### config.mk
export PLATFORM = sky130hd
export DESIGN_NAME = trng_uart_drain_ctrl_flat
export DESIGN_NICKNAME = d
export VERILOG_FILES = /design/src/rtl/trng_uart_drain_ctrl_if.sv /design/src/rtl/trng_uart_drain_ctrl.sv /design/src/flat_wrapper.sv
export SDC_FILE = /design/constraint.sdc
export NUM_CORES = 1
export LEC_CHECK = 0
export ABC_AREA = 0
export BUFFER_PORTS_ARGS = -buffer_cell sky130_fd_sc_hd__buf_2
export CAP_MARGIN = 20
export CORE_MARGIN = 3
export CORE_UTILIZATION = 55
export CTS_CLUSTER_SIZE = 10
export DETAILED_ROUTE_END_ITERATION = 10
export HOLD_SLACK_MARGIN = 0.05
export PLACE_DENSITY = 0.85
export SETUP_SLACK_MARGIN = 0.2
export SYNTH_ARGS = -nofsm -noshare
export SYNTH_HDL_FRONTEND = slang
export SYNTH_SLANG_ARGS = --single-unit
### constraint.sdc
create_clock -name clk -period 2.7 [get_ports clk]
set_clock_uncertainty 0.15 [all_clocks]
set_input_delay 0.405 -clock clk [delete_from_list [all_inputs] [get_ports clk]]
set_output_delay 0.405 -clock clk [all_outputs]
set_load 0.01 [all_outputs]
### src/rtl/trng_uart_drain_ctrl_if.sv
// FIFO read port and UART byte port seen by the drain controller.
interface trng_uart_drain_ctrl_if;
  logic        fifo_empty;
  logic        fifo_rd_en;
  logic [31:0] fifo_rd_data;
  logic [7:0]  tx_data;
  logic        tx_start;
  logic        tx_busy;

  // master: the drain controller; slave: the FIFO/UART side
  modport master (
    input  fifo_empty, fifo_rd_data, tx_busy,
    output fifo_rd_en, tx_data, tx_start
  );
  modport slave (
    output fifo_empty, fifo_rd_data, tx_busy,
    input  fifo_rd_en, tx_data, tx_start
  );
endinterface

### src/rtl/trng_uart_drain_ctrl.sv
// Drains 32-bit random words from the output FIFO and sends each as four UART bytes.
module trng_uart_drain_ctrl #(
  parameter bit          MSB_FIRST = 1'b1,
  parameter int unsigned CNT_W     = 16
) (
  input  logic                   clk,
  input  logic                   rst,
  input  logic                   enable,
  input  logic                   single_shot,
  input  logic [CNT_W-1:0]       word_limit,
  trng_uart_drain_ctrl_if.master bus,
  output logic                   busy,
  output logic [CNT_W-1:0]       words_sent,
  output logic                   done
);

  localparam int unsigned CMP_W = CNT_W + 1;

  typedef enum logic [2:0] {
    IDLE, SCAN, POP, CAP, SEND, WAIT_ACK, WAIT_FREE
  } state_t;

  typedef enum logic {
    SINGLE, STREAM
  } mode_t;

  state_t           state;
  mode_t            mode;
  logic [CNT_W-1:0] limit_q;
  logic [31:0]      word_q;
  logic [1:0]       byte_idx;

  logic [1:0]       byte_pos_c;
  logic [7:0]       byte_c;
  logic             limit_hit_c;

  // Byte lane for the current index; MSB-first walks lanes 3..0
  always_comb begin
    byte_pos_c = MSB_FIRST ? ~byte_idx : byte_idx;
    byte_c     = 8'h00;
    case (byte_pos_c)
      2'd0:    byte_c = word_q[7:0];
      2'd1:    byte_c = word_q[15:8];
      2'd2:    byte_c = word_q[23:16];
      default: byte_c = word_q[31:24];
    endcase
  end

  // Word about to complete is the last one allowed by a nonzero limit
  always_comb begin
    limit_hit_c = (limit_q != '0) &&
                  (({1'b0, words_sent} + CMP_W'(1)) == {1'b0, limit_q});
  end

  // Sequencer with registered strobes and status
  always_ff @(posedge clk) begin
    if (rst) begin
      state          <= IDLE;
      mode           <= SINGLE;
      limit_q        <= '0;
      word_q         <= '0;
      byte_idx       <= '0;
      busy           <= 1'b0;
      words_sent     <= '0;
      done           <= 1'b0;
      bus.fifo_rd_en <= 1'b0;
      bus.tx_start   <= 1'b0;
      bus.tx_data    <= '0;
    end else begin
      bus.fifo_rd_en <= 1'b0;
      bus.tx_start   <= 1'b0;
      done           <= 1'b0;
      unique case (state)
        IDLE: begin
          if (single_shot && !bus.fifo_empty) begin
            words_sent     <= '0;
            mode           <= SINGLE;
            busy           <= 1'b1;
            bus.fifo_rd_en <= 1'b1;
            state          <= POP;
          end else if (enable) begin
            words_sent <= '0;
            limit_q    <= word_limit;
            mode       <= STREAM;
            busy       <= 1'b1;
            state      <= SCAN;
          end
        end
        SCAN: begin
          if (!enable) begin
            busy  <= 1'b0;
            done  <= 1'b1;
            state <= IDLE;
          end else if (!bus.fifo_empty) begin
            bus.fifo_rd_en <= 1'b1;
            state          <= POP;
          end
        end
        POP: begin
          state <= CAP;
        end
        CAP: begin
          word_q   <= bus.fifo_rd_data;
          byte_idx <= '0;
          state    <= SEND;
        end
        SEND: begin
          if (!bus.tx_busy) begin
            bus.tx_data  <= byte_c;
            bus.tx_start <= 1'b1;
            state        <= WAIT_ACK;
          end
        end
        WAIT_ACK: begin
          if (bus.tx_busy) begin
            state <= WAIT_FREE;
          end
        end
        WAIT_FREE: begin
          if (!bus.tx_busy) begin
            if (byte_idx != 2'd3) begin
              byte_idx <= byte_idx + 2'd1;
              state    <= SEND;
            end else begin
              if (words_sent != '1) begin
                words_sent <= words_sent + CNT_W'(1);
              end
              if (mode == SINGLE || limit_hit_c || !enable) begin
                busy  <= 1'b0;
                done  <= 1'b1;
                state <= IDLE;
              end else begin
                state <= SCAN;
              end
            end
          end
        end
        default: begin
          busy  <= 1'b0;
          state <= IDLE;
        end
      endcase
    end
  end

endmodule

### src/flat_wrapper.sv
// flat-port wrapper written by rule: the top's interface ports become plain ports
module trng_uart_drain_ctrl_flat 
#(
  parameter bit          MSB_FIRST = 1'b1,
  parameter int unsigned CNT_W     = 16
)
  (clk, rst, enable, single_shot, word_limit, busy, words_sent, done, bus_fifo_empty, bus_fifo_rd_data, bus_tx_busy, bus_fifo_rd_en, bus_tx_data, bus_tx_start);
  trng_uart_drain_ctrl_if bus_i ();
  input  logic clk;
  input  logic rst;
  input  logic enable;
  input  logic single_shot;
  input  logic [CNT_W-1:0] word_limit;
  output logic busy;
  output logic [CNT_W-1:0] words_sent;
  output logic done;
  input wire logic [$bits(bus_i.fifo_empty)-1:0] bus_fifo_empty;
  input wire logic [$bits(bus_i.fifo_rd_data)-1:0] bus_fifo_rd_data;
  input wire logic [$bits(bus_i.tx_busy)-1:0] bus_tx_busy;
  output wire logic [$bits(bus_i.fifo_rd_en)-1:0] bus_fifo_rd_en;
  output wire logic [$bits(bus_i.tx_data)-1:0] bus_tx_data;
  output wire logic [$bits(bus_i.tx_start)-1:0] bus_tx_start;
  assign bus_i.fifo_empty = bus_fifo_empty;
  assign bus_i.fifo_rd_data = bus_fifo_rd_data;
  assign bus_i.tx_busy = bus_tx_busy;
  assign bus_fifo_rd_en = bus_i.fifo_rd_en;
  assign bus_tx_data = bus_i.tx_data;
  assign bus_tx_start = bus_i.tx_start;
  trng_uart_drain_ctrl #(.MSB_FIRST(MSB_FIRST), .CNT_W(CNT_W)) u_core (.clk(clk), .rst(rst), .enable(enable), .single_shot(single_shot), .word_limit(word_limit), .bus(bus_i), .busy(busy), .words_sent(words_sent), .done(done));
endmodule
==> reports/metrics.cfg, run 1 <==
[drt]
post_drt_via_cell_ratio=5.99
firstDrtPassIters=7
drc_errors=0
ant_nets=0
drt_wl_total_um=11700
vias=4248
post_drt_wl_per_cell_um=16.5
drtIter0Drc=415

[timing]
period_share_pct=90.1
grt_setup_unrepaired=false
maxSlewViolCount=0
fin_setup_tns_ps=0
setup_viol=0
whs_ps=115
hold_violations=0
fin_crit_ps=2430
fmax_mhz=411
maxSlewHeadroom_pct=64.5
worstMarginPinSlew_ps=531

[grt]
grt_pass1_vias=3855
grt_max_degree=33
grt_pass1_wl_um=18400
antenna_found_initial=0
grt_usage_pct=26.4
grt.overflow.total=0

[critical_path]
r2r_cells=7
arrival_ps=2550
slowest_delay_ps=490
rrSetupSlack_ps=270
crit_fanout=10
r2r_start=u_core.words_sent[1]$_SDFFE_PP0P_
crit_slowest_cell=or3_2
cp_top_family=simple AND/OR/NAND/NOR gates
path_cells=ha_4 -> nand3_2 -> or3_2 -> a41o_1 -> o211ai_1 -> nor2_1 -> a22o_1
worst-setup-path-type=reg2reg
critPathRequiredTime_ps=2810
rr_endpoint=u_core.done$_SDFF_PP0_
startpoint_type=flip-flop
cp-end-kind=flip-flop
critPathBufInv=0

[floorplanning]
num_io_pins=82
dieArea_um2=8670
die_w_um=93.1
die_h_um=93.1
num_rows=31
core_um2=7290
initial_core_util_pct=57.2

[cts]
cts.sinks=82
cts_buffers=9
clockBufferDepth=2
cts_root_buffer=clkbuf_8
clkTransAtPathRegs_ps=80
insertion_delay_ps=360
cts_tree=done
htreeDepth=3

[place]
hpwl_um=8110
post_dp_cell_area_um2=4680
io_buffers=81
place.gp.congestion=0.908

[synth]
synth.largest_area_cell=dfxtp_1
synth_edf_count=0
avgSynthCellArea_um2=7.84
syn-instance-count=532
syn_area_um2=4170
async_reset_ff_share_pct=0
yosys-top-cells-area=dfxtp_1, nand2_1, a21oi_1
ys_seq_area_share_pct=39.4
ys.flop_type=dfxtp_1
yosysMostFrequentCell=nand2_1
yosysWarnings=0
ys_types=56
synth_common_cells=nand2_1, dfxtp_1, a21oi_1
synth_top_area_share_pct=39.4
syn_nets=591
ys_ff_latch=82

[worst_hold_path]
hold_path_depth=2
min_to=u_core.bus.fifo_rd_en$_SDFF_PP0_
worstHoldStart=bus_fifo_empty
hp-class=in2reg

[pwr]
p_leak_nw=1.95
max-vdd-ir-drop_uv=365
powerDensity_nw_per_um2=542

[layout]
area_growth_pct=18.1
fin_nets=664
diodes=0
fin_area_um2=4930
layout-drive-gt1-share_pct=22.5

[job]
drv_cap=0

[status]
status=finished clean

through the flow:
step / power (W) / instances / setup WS [ps] / utilization, %
after floorplan: 0.00161 / 532 / 354 / -
after global placement: 0.00173 / 693 / 289 / 64.2
after detailed placement: 0.00175 / 693 / 126 / 64.2
after CTS: 0.00265 / 709 / 214 / 67.0
after global routing: 0.00277 / 709 / 148 / 67.6
final: 0.00267 / 709 / 268 / 67.6
report_power, final:
part / internal [W] / switching (W)
clock: 0.000458 / 0.000466
combinational: 0.000181 / 0.000240
sequential: 0.00126 / 0.0000621
total: 0.00190 / 0.000769
logic make-up (layout without fill, tap and decap cells):
group                      after synthesis  after routing  share of synthesized area, %
AOI/OAI and AO/OA                      132            132                          19.1
adders and majority gates                5              5                          1.50
buffers and inverters                   46            124                          4.38
xor gates and xnor gates                18             18                          3.78
DFF                                     82             82                          39.4
and+or+nand+nor                        231            231                          27.5
muxes                                   18             18                          4.32
timing repair:
item	in CTS	in global routing
setup endpoints to repair	2	16
hold buffers	0	0
hold endpoints to repair	0	0
buffers inserted	0	0
gates resized for setup	1	10
how the worst max path moves through the flow:
stage	endpoint	start	cells after the start	slack, ps
floorplan	u_core.done$_SDFF_PP0_	u_core.words_sent[0]$_SDFFE_PP0P_	7	350
global placement	u_core.done$_SDFF_PP0_	u_core.words_sent[0]$_SDFFE_PP0P_	7	290
detailed placement	u_core.done$_SDFF_PP0_	u_core.words_sent[0]$_SDFFE_PP0P_	7	130
CTS	u_core.done$_SDFF_PP0_	u_core.words_sent[0]$_SDFFE_PP0P_	7	210
global route	u_core.done$_SDFF_PP0_	u_core.words_sent[1]$_SDFFE_PP0P_	7	150
finish	u_core.done$_SDFF_PP0_	u_core.words_sent[1]$_SDFFE_PP0P_	7	270
layout make-up:
type | instances | area, um^2
Multi-Input combinational cell | 404 | 2390
Fill cell | 610 | 2360
Sequential cell | 82 | 1650
Timing Repair Buffer | 96 | 518
Clock buffer | 11 | 141
Tap cell | 99 | 124
Clock inverter | 5 | 63.8
Inverter | 12 | 45.0
layout by cell type, fill, tap and decap left out, types with 8 or more instances in the layout:
master / instances
a21oi_1: 68
a222oi_1: 8
buf_2: 81
buf_4: 15
clkbuf_8: 10
dfxtp_1: 77
inv_1: 12
mux2i_1: 18
nand2_1: 102
nand3_1: 8
nor2_1: 45
nor4_1: 8
o21ai_0: 30
or3_1: 9
xnor2_1: 14
registers in the layout, indices dropped and copies added (netlist names):
register and flops:
u_core.word_q 32, u_core.state 3, u_core.busy 1, u_core.bus.tx_start 1, u_core.limit_q 16, u_core.words_sent 16
u_core.byte_idx 2, u_core.mode 1, u_core.bus.tx_data 8, u_core.done 1, u_core.bus.fifo_rd_en 1
layer usage:
metal	vias up	track usage [%]	share of wire (%)
li1	2026	-	-
met1	1994	35.6	41
met2	196	42.2	48
met3	32	5.79	8.5
met4	0	8.30	2.6
met5	-	0	0
(Power assumes the default switching activity.)
==> run 2, diff against run 1 <==
CORE_UTILIZATION = 50   (was 55)
PLACE_DENSITY = 0.78   (was 0.85)
==> run 2 against run 1 <==
Effect of this change:
- first-iteration DRC count fell by 16%
- flip-flop and latch count did not move
- register-to-register slack improved by 90 ps
- clock power rose by 2%
- routed wire length fell by 4.3%
- sequential share of layout area rose by 0.15 points
- hold slack improved by 4.4 ps
- count of clock-buffer cells in the layout fell by 1
- sequential power barely moved
- setup slack improved by 93 ps
- highest routed layer unchanged
==> reports/metrics.cfg, run 2 (synthesized netlist as in run 1, its figures left out) <==
[status]
status=finished clean

[layout]
fin_nets=664
layout-drive-gt1-share_pct=22.0
top_register=u_core.word_q
utilization_pct=61.8
largest_register_ffs=32
area_growth_pct=17.5
final_common_cell=nand2_1
layout_common_cells=nand2_1, buf_2, dfxtp_1
reg_top3=u_core.word_q x32, u_core.limit_q x16, u_core.words_sent x16
diodes=0

[floorplanning]
die_w_um=97.3
num_io_pins=82
die_h_um=97.3
core_um2=7930
initial_core_util_pct=52.6
dieArea_um2=9480
num_rows=32

[cts]
insertion_delay_ps=360
cts.sinks=82
clkTransAtPathRegs_ps=80
clockBufferDepth=2
holdBufCountCts=0
cts_buffers=9
cts_tree=done
htreeDepth=3
cts_root_buffer=clkbuf_8

[place]
place.gp.congestion=0.926
io_buffers=81
hpwl_um=8100

[timing]
fin_setup_tns_ps=0
hold_violations=0
fin_crit_ps=2340
fmax_mhz=428
maxSlewViolCount=0
maxSlewHeadroom_pct=62.2
grt_setup_unrepaired=false
whs_ps=120
setup_viol=0
period_share_pct=86.6
worstMarginPinSlew_ps=563

[worst_hold_path]
worstHoldStart=bus_fifo_empty
min_to=u_core.bus.fifo_rd_en$_SDFF_PP0_
hp-class=in2reg
hold_path_depth=2

[grt]
grt_pass1_wl_um=18400
antenna_found_initial=0
grt.overflow.total=0
grt_max_degree=48
grt_usage_pct=23.3
grt_pass1_vias=3875

[critical_path]
r2r_start=u_core.words_sent[1]$_SDFFE_PP0P_
critPathRequiredTime_ps=2800
startpoint_type=flip-flop
cp-end-kind=flip-flop
worst-setup-path-type=reg2reg
crit_fanout=7
r2r_cells=7
rrSetupSlack_ps=360
arrival_ps=2440
rr_endpoint=u_core.done$_SDFF_PP0_

[drt]
post_drt_via_cell_ratio=5.78
drtIter0Drc=349
vias=4116
firstDrtPassIters=5
drt_wl_total_um=11200
ant_nets=0
post_drt_wl_per_cell_um=15.7
drc_errors=0

[pwr]
max-vdd-ir-drop_uv=355
p_leak_nw=1.95
powerDensity_nw_per_um2=546

[job]
drv_cap=0

==> run 2: changes by cell type in the layout (fill, tap and decap cells not counted), sizes merged <==
cell	previous run	this run
clkbuf	11	10
inv	12	14
clkinv	3	1
clkinvlp	1	2
==> run 2: how the worst max path moves through the flow <==
stage | from | end | slack [ps] | depth (start not counted)
5_1_grt | u_core.words_sent[1]$_SDFFE_PP0P_ | u_core.done$_SDFF_PP0_ | 210 | 7
6_report | u_core.words_sent[1]$_SDFFE_PP0P_ | u_core.done$_SDFF_PP0_ | 360 | 7
3_3_place_gp | u_core.words_sent[0]$_SDFFE_PP0P_ | u_core.done$_SDFF_PP0_ | 360 | 7
2_1_floorplan | u_core.words_sent[0]$_SDFFE_PP0P_ | u_core.done$_SDFF_PP0_ | 350 | 7
4_1_cts | u_core.words_sent[0]$_SDFFE_PP0P_ | u_core.done$_SDFF_PP0_ | 290 | 7
3_5_place_dp | u_core.words_sent[0]$_SDFFE_PP0P_ | u_core.done$_SDFF_PP0_ | 310 | 7
==> run 2: critical path, cell delays in order (launching register included) <==
cell      delay (ps)
dfxtp_1          420
ha_2             270
nand3_1          180
or3_2            450
a41o_1           240
o211ai_1         210
nor2_1           110
a22o_1           200
==> run 2: routing by layer <==
layer,GRT usage [%],vias up,routed length [um]
li1,-,2020,-
met1,32.4,1911,5060
met2,35.9,166,5140
met3,4.59,19,777
met4,8.52,0,191
met5,0,-,0
==> run 2: metrics by stage <==
| step | power, W | cell area [um^2] | setup slack, ps | instances |
|---|---|---|---|---|
| after detailed placement | 0.00176 | 4680 | 314 | 696 |
| after floorplan | 0.00161 | 4170 | 354 | 532 |
| after global placement | 0.00174 | 4680 | 360 | 696 |
| after global routing | 0.00279 | 4900 | 214 | 712 |
| after CTS | 0.00268 | 4890 | 290 | 712 |
| final | 0.00267 | 4900 | 361 | 712 |
==> run 2: layout make-up <==
type | instances | area [um^2]
Clock buffer | 10 | 138
Clock inverter | 6 | 73.8
Fill cell | 721 | 3030
Inverter | 12 | 45.0
Multi-Input combinational cell | 404 | 2350
Sequential cell | 82 | 1650
Tap cell | 102 | 128
Timing Repair Buffer | 96 | 518
==> run 2: power breakdown <==
| group | total, W | leakage (nW) | switching (W) | internal [W] |
|---|---|---|---|---|
| combinational | 0.000426 | 1.18 | 0.000245 | 0.000181 |
| sequential | 0.00131 | 0.666 | 0.0000457 | 0.00126 |
| clock | 0.000940 | 0.101 | 0.000476 | 0.000464 |
==> run 2: what timing repair did <==
item,in CTS,in global routing
setup endpoints to repair,0,5
gates resized for setup,0,5
buffers inserted,0,0
endpoints found under the hold margin,0,0
